[src/rtl/pipe_ctrl_pkg.sv]
// rtl/pipe_ctrl_pkg.sv - shared state type and defaults for the pipeline stall/flush sequencer
package pipe_ctrl_pkg;

    typedef enum logic [1:0] {
        RUN   = 2'd0,
        DWAIT = 2'd1,
        IWAIT = 2'd2,
        HALT  = 2'd3
    } pctrl_state_t;

    localparam int CNT_W_DEF = 32;

endpackage

[src/rtl/sat_counter.sv]
// rtl/sat_counter.sv - event counter that sticks at all-ones instead of wrapping
module sat_counter #(
    parameter int W = 32
) (
    input  logic         clk_i,
    input  logic         rst_ni,
    input  logic         inc_i,
    output logic [W-1:0] cnt_o
);

    always_ff @(posedge clk_i or negedge rst_ni) begin
        if (!rst_ni) begin
            cnt_o <= '0;
        end else if (inc_i && (cnt_o != '1)) begin
            cnt_o <= cnt_o + W'(1);
        end
    end

endmodule

[src/rtl/pipeline_ctrl.sv]
// rtl/pipeline_ctrl.sv - stall/flush sequencer for the 5-stage RV32I pipeline
module pipeline_ctrl
    import pipe_ctrl_pkg::*;
#(
    parameter int CNT_W = CNT_W_DEF
) (
    input  logic             clk_i,
    input  logic             rst_ni,
    input  logic [4:0]       Rs1D_i,
    input  logic [4:0]       Rs2D_i,
    input  logic [4:0]       RdE_i,
    input  logic             LoadE_i,
    input  logic             PCSrcE_i,
    input  logic             ImemReady_i,
    input  logic             DmemReqM_i,
    input  logic             DmemReadyM_i,
    input  logic             HaltW_i,
    input  logic             resume_i,
    output logic             StallF_o,
    output logic             StallD_o,
    output logic             StallE_o,
    output logic             StallM_o,
    output logic             StallW_o,
    output logic             FlushD_o,
    output logic             FlushE_o,
    output logic             halted_o,
    output logic [CNT_W-1:0] stall_cnt_o,
    output logic [CNT_W-1:0] flush_cnt_o
);

    pctrl_state_t state;
    logic         dmiss;
    logic         imiss;
    logic         lu;
    logic         freeze;
    logic         flush_br;

    always_comb begin
        dmiss    = DmemReqM_i & ~DmemReadyM_i;
        imiss    = ~ImemReady_i;
        lu       = LoadE_i & (RdE_i != 5'd0) & ((RdE_i == Rs1D_i) | (RdE_i == Rs2D_i));
        // DWAIT keeps the whole pipe frozen through the ready cycle so M captures on the next edge
        freeze   = (state == HALT) | (state == DWAIT) | HaltW_i | dmiss;
        StallF_o = 1'b0;
        StallD_o = 1'b0;
        StallE_o = 1'b0;
        StallM_o = 1'b0;
        StallW_o = 1'b0;
        FlushD_o = 1'b0;
        FlushE_o = 1'b0;
        flush_br = 1'b0;
        halted_o = 1'b0;
        if (rst_ni) begin
            halted_o = (state == HALT);
            if (freeze) begin
                StallF_o = 1'b1;
                StallD_o = 1'b1;
                StallE_o = 1'b1;
                StallM_o = 1'b1;
                StallW_o = 1'b1;
            end else if (PCSrcE_i) begin
                FlushD_o = 1'b1;
                FlushE_o = 1'b1;
                flush_br = 1'b1;
            end else if (lu || imiss) begin
                StallF_o = 1'b1;
                StallD_o = 1'b1;
                FlushE_o = 1'b1;
            end
        end
    end

    always_ff @(posedge clk_i or negedge rst_ni) begin
        if (!rst_ni) begin
            state <= RUN;
        end else begin
            unique case (state)
                RUN: begin
                    if (HaltW_i)                          state <= HALT;
                    else if (dmiss)                       state <= DWAIT;
                    else if (imiss && !PCSrcE_i && !lu)   state <= IWAIT;
                end
                DWAIT: begin
                    if (DmemReadyM_i) state <= RUN;
                end
                IWAIT: begin
                    // E/M/W keep moving while fetch waits, so a halt or data miss can still arrive
                    if (HaltW_i)          state <= HALT;
                    else if (dmiss)       state <= DWAIT;
                    else if (ImemReady_i) state <= RUN;
                end
                HALT: begin
                    if (resume_i) state <= RUN;
                end
                default: state <= RUN;
            endcase
        end
    end

    sat_counter #(.W(CNT_W)) u_stall_cnt (
        .clk_i  (clk_i),
        .rst_ni (rst_ni),
        .inc_i  (StallF_o),
        .cnt_o  (stall_cnt_o)
    );

    sat_counter #(.W(CNT_W)) u_flush_cnt (
        .clk_i  (clk_i),
        .rst_ni (rst_ni),
        .inc_i  (flush_br),
        .cnt_o  (flush_cnt_o)
    );

endmodule

[config.mk]
export PLATFORM = sky130hd
export DESIGN_NAME = pipeline_ctrl
export DESIGN_NICKNAME = d
export VERILOG_FILES = /design/src/rtl/pipe_ctrl_pkg.sv /design/src/rtl/sat_counter.sv /design/src/rtl/pipeline_ctrl.sv
export SDC_FILE = /design/constraint.sdc
export NUM_CORES = 1
export LEC_CHECK = 0
export BUFFER_PORTS_ARGS = -buffer_cell sky130_fd_sc_hd__buf_2
export CORE_MARGIN = 3
export CORE_UTILIZATION = 45
export CTS_CLUSTER_DIAMETER = 200
export CTS_CLUSTER_SIZE = 20
export DETAILED_ROUTE_END_ITERATION = 7
export PLACE_DENSITY = 0.7
export SLEW_MARGIN = 20
export SYNTH_ARGS = -nofsm -noshare
export SYNTH_HDL_FRONTEND = slang
export SYNTH_SLANG_ARGS = --single-unit
[constraint.sdc]
create_clock -name clk_i -period 3.1 [get_ports clk_i]
set_clock_uncertainty 0.05 [all_clocks]
set_input_delay 0.31 -clock clk_i [delete_from_list [all_inputs] [get_ports clk_i]]
set_output_delay 0.31 -clock clk_i [all_outputs]
set_load 0.05 [all_outputs]
# Word level (Yosys, flattened, before mapping)
# Cells that the tools add are included.
# Widths: inputs -> output; s select.
# totals
ff_bits	66
word_cells	57
input_bits	24
# op_classes
bitwise	9
n_mux	22
eq_ne	11
addsub	2
reduce_logical	10
# op_table
cell	n
$add 32x1->32 const B	2
$ne 32x32->1 const B	2
$mux 2	8
$mux 1	13
$eq 5x5->1	2
$ne 4x4->1 const B	2
$pmux 2 s4	1
$reduce_bool 5->1	1
$eq 2x2->1 const B	2
$logic_and 1x1->1	4
$ne 2x2->1 const B	2
$or 1x1->1	4
$reduce_and 4->1	1
$and 1x1->1	3
$eq 2x1->1 const B	1
$logic_not 1->1	2
$logic_not 2->1	1
$not 1->1	2
$logic_or 1x1->1	1

# Depth between registers and ports, before layout
# depth
depth_word	9
mapped_depth	8
ltp_nobuf	7

# Hierarchy
# From an unflattened synthesis, not the netlist that was laid out.
# hier_totals
hier_cells	345
hier_area_um2	3574.7
# by_module_without_submodules
module	instances	cells_each	seq_area_each_um2	area_per_inst_um2
sat_counter	2	151	800.8	1624.1
pipeline_ctrl	1	43	50.0	326.6

# Worst setup path before layout
# No wires, ideal clock.
# synth_timing
path_type	register to register
start	reg u_flush_cnt.cnt_o[0]
end	reg u_flush_cnt.cnt_o[28]
period_less_slack_ns	2.363
t_arrival_ns	2.172
path_slack_ns	0.737
path_buffers	0
path_stages_with_launch	8
cell_sequence	dfrtp_1 ha_1 nand2_1 nor3_1 nand3_1 nor4_1 nand3_1 xnor2_1
# synth_between
elab_chain_cells	2
elab_cells_between_ends	3
classes_between	add/sub (1); eq/ne (1); reduce/logical (1)
# synth_lines
item	line_no	rtl
start, declared	sat_counter.sv:8	output logic [W-1:0] cnt_o
start signal, assigned	sat_counter.sv:15	cnt_o <= cnt_o + W'(1);
branches (longest 2 deep; another with $add 32x1->32)	-	
# Several ways; the timed one is not identified.
# A chain may end at the register's enable or synchronous reset.

# Worst setup path after layout
# layout_timing
start	in rst_ni
end	out StallD_o
# layout_between
elab_chain_cells	1
# layout_lines
item	line_no	rtl
start, declared	pipeline_ctrl.sv:8	input logic rst_ni,
$mux 1	pipeline_ctrl.sv:53	if (rst_ni) begin
end, declared	pipeline_ctrl.sv:20	output logic StallD_o,
# Every way passes these cells.

==> metrics.md <==
| Metric | Value |
|---|---|
| Post-CTS sizing | 0 |
| Detail Route Antenna Nets | 0 |
| Maximum vdd ir drop | 744 µV |
| Rel. slew slack | 58.7% |
| Syn-to-layout area delta | 23.7% |
| Distinct cell type count after synthesis | 43 |
| Initial antenna violation count | 0 |
| Setup ws final | 0.515 ns |
| Final #Nets | 468 |
| DR DRC count | 0 |
| ANT cells | 0 |
| Core Area | 0.00737 mm² |
| Share of layout cells above drive strength 1 | 30.6% |
| Global-route wire length before repair | 13,300 µm |
| Worst Hold Class | input port to flip-flop |
| Leakage power | 2.12 nW |
| Final worst-path cycle share | 83.4% |
| Place WS | 0.828 ns |
| TritonCTS buffer count | 9 |
| Tot Pwr | 2.48 mW |
| Die footprint | 0.00880 mm² |
| CTS tree | yes |
| Cell Area, Synth | 0.00347 mm² |
| Critical Path Start Type | input port |
| Reg clk slew, reported paths | 0.07 ns |
| Status | finished clean |
| Hold_buf cts | 1 |
| Synth Area per Inst | 10.3 µm² |
| DR vias | 2,902 |
| Fmax | 0.387 GHz |
| Detailed Route WL | 7880 µm |
| Seq pwr share | 42.7% |
| GP Congestion | 0.872 |
| Fin Setup TNS | 0 ns |
| Drt first pass iters | 4 |
| Row cnt | 31 |
| Post-CTS Setup Inserts | 0 |
| Final Setup Violations | 0 |
| CP max FO | 27 |
| GRT overflow | 0 |
| Worst Setup Path Type | input port to primary output |
| CTS Sinks | 66 |
| Cell Int Power | 1.57 mW |
| Sequential cell area | 0.00165 mm² |
| Sequential area share after synthesis | 47.6% |
| Worst Tran Pin Value | 0.615 ns |
| Detailed-route wire length per cell | 14.4 µm |
| Final Hold Viols | 0 |
| Switching power | 0.907 mW |
| Hold slack | 0.246 ns |
| Max cap viols | 0 |
| Die width | 93.8 µm |
| Clock power share | 31.8% |
| RSZ-0062 raised after global routing | no |
| Number of synthesized register bits | 66 |
| CTS Buffer Depth | 2 |
| Number of global-route vias before repair | 2,852 |
| Initial DRC Count | 102 |
| H-tree depth | 3 |
| Largest net degree at the start of global routing | 45 |
| Via/cell ratio | 5.32 |
| Gr usage total | 18.7% |
| HPWL Detailed | 5820 µm |
| Syn nets | 363 |
| Fillers | 671 |
| Final Max Tran Viols | 0 |
| CTS Root Cell | clkbuf_8 |
| Initial Util | 47.1% |
| CP endpoint kind | primary output |
| Top-Level Pins | 96 |
| Ys Warns | 0 |
| Clk Latency, worst-skew pair | 0.34 ns |
| Die Y-Extent | 93.8 µm |
| Fin crit period | 2.58 ns |
| Power density over the cells | 579 mW/mm² |
| Switching share of power | 36.6% |
| Logic pwr share | 25.5% |
| Port Buffers | 95 |
| Worst EP required | 2.74 ns |
| Multi-input gate area | 0.00175 mm² |
| Cells after Synth | 337 |
| CP arrival | 2.22 ns |
==> kinds of logic after synthesis <==
group                      count (synthesis)  synth area share, %
AOI/OAI and AO/OA                         13                 2.42
and+or+nand+nor                          167                 27.9
buffers and inverters                     14                 2.16
xor gates and xnor gates                  71                 17.9
DFF                                       66                 47.6
muxes                                      4                 1.30
adders and majority gates                  2                0.721
==> power by group through the flow <==
stage / sequential, mW / combinational (mW) / clock (mW)
after floorplan: 1.29 / 0.236 / 0
after global placement: 1.07 / 0.630 / 0
after detailed placement: 1.07 / 0.639 / 0
after CTS: 1.06 / 0.642 / 0.809
after global routing: 1.08 / 0.676 / 0.844
final: 1.06 / 0.634 / 0.788
==> final cells by class <==
cell class	instances	area share, %
Tap cell	99	2.89
Clock inverter	7	2.19
Clock buffer	9	2.89
Timing Repair Buffer	101	12.2
Sequential cell	66	38.5
Inverter	7	0.613
Multi-Input combinational cell	257	40.7
==> path summary, 6_finish.rpt <==
| kind | endpoint | slack (ns) | from | cells past startpoint |
|---|---|---|---|---|
| max in group asynchronous | state[1]$_DFFE_PN0P_ | 2.03 | rst_ni | 3 |
| worst max register to register | u_flush_cnt.cnt_o[28]$_DFFE_PN0P_ | 0.82 | u_flush_cnt.cnt_o[0]$_DFFE_PN0P_ | 7 |
| worst max-delay path | StallD_o | 0.52 | rst_ni | 7 |
| worst min-delay path | state[0]$_DFFE_PN0P_ | 0.25 | resume_i | 3 |
| min in group asynchronous | u_stall_cnt.cnt_o[22]$_DFFE_PN0P_ | 0.53 | rst_ni | 3 |
| worst min register to register | u_flush_cnt.cnt_o[29]$_DFFE_PN0P_ | 0.44 | u_flush_cnt.cnt_o[29]$_DFFE_PN0P_ | 1 |
==> cell usage after synthesis, drive strengths merged <==
library cell  number  share of area (%)
a21oi              2               0.29
a22oi              1               0.22
and2               2               0.36
and3              16                2.9
and4               3               0.83
buf                7                1.4
dfrtp             66                 48
ha                 2               0.72
inv                7               0.76
mux2               4                1.3
nand2             27                2.9
nand2b             2               0.36
nand3             34                5.2
nand3b             2               0.43
nand4             22                4.1
nor2              24                2.6
nor2b              1               0.25
nor3              18                2.9
nor3b              1               0.36
nor4               8                2.9
nor4b              1               0.43
o21a               1               0.22
o21ai              5               0.72
o22a               1               0.29
o22ai              1               0.18
o311a              1               0.29
o31ai              1               0.22
or2                2               0.36
or3                3               0.69
or4                1               0.22
xnor2             36                9.1
xor2              35                8.8
==> worst max-delay path, cell delays in order <==
cell and delay (ns):
dlygate4sd3_1 0.53, buf_2 0.14, buf_4 0.33, nand2b_1 0.13, o31ai_2 0.19, buf_4 0.27
buf_2 0.31
==> per-layer routing <==
metal,up-vias,part of all wire (%),global-route usage [%]
met3,6,6.0,5.45
met2,78,50,30.8
li1,1395,-,-
met5,-,0,0
met1,1423,44,24.3
met4,0,0.70,4.21
==> sequential cells by signal, summed over array words and instances (netlist names) <==
signal and cells:
state 2, u_stall_cnt.cnt_o 32, u_flush_cnt.cnt_o 32
==> per-stage QoR <==
stage               util, %  cells  cell area [µm²]
floorplan                 -    337             3470
global placement       55.1    529             4060
detailed placement     55.1    529             4060
CTS                    58.2    546             4290
global route           58.2    546             4290
finish                 58.2    546             4290
==> layout by cell type, fill, tap and decap left out, drive strengths merged, types with 3 or more instances in the layout <==
cell type | Yosys | routed
and4 | 3 | 3
nand4 | 22 | 22
buf | 7 | 100
nor4 | 8 | 8
nor2 | 24 | 24
o21ai | 5 | 5
nor3 | 18 | 18
nand2 | 27 | 27
clkbuf | 0 | 9
clkinv | 0 | 3
or3 | 3 | 3
and3 | 16 | 16
inv | 7 | 7
nand3 | 34 | 34
xnor2 | 36 | 36
xor2 | 35 | 35
dfrtp | 66 | 66
mux2 | 4 | 4
(Power assumes the default switching activity.)
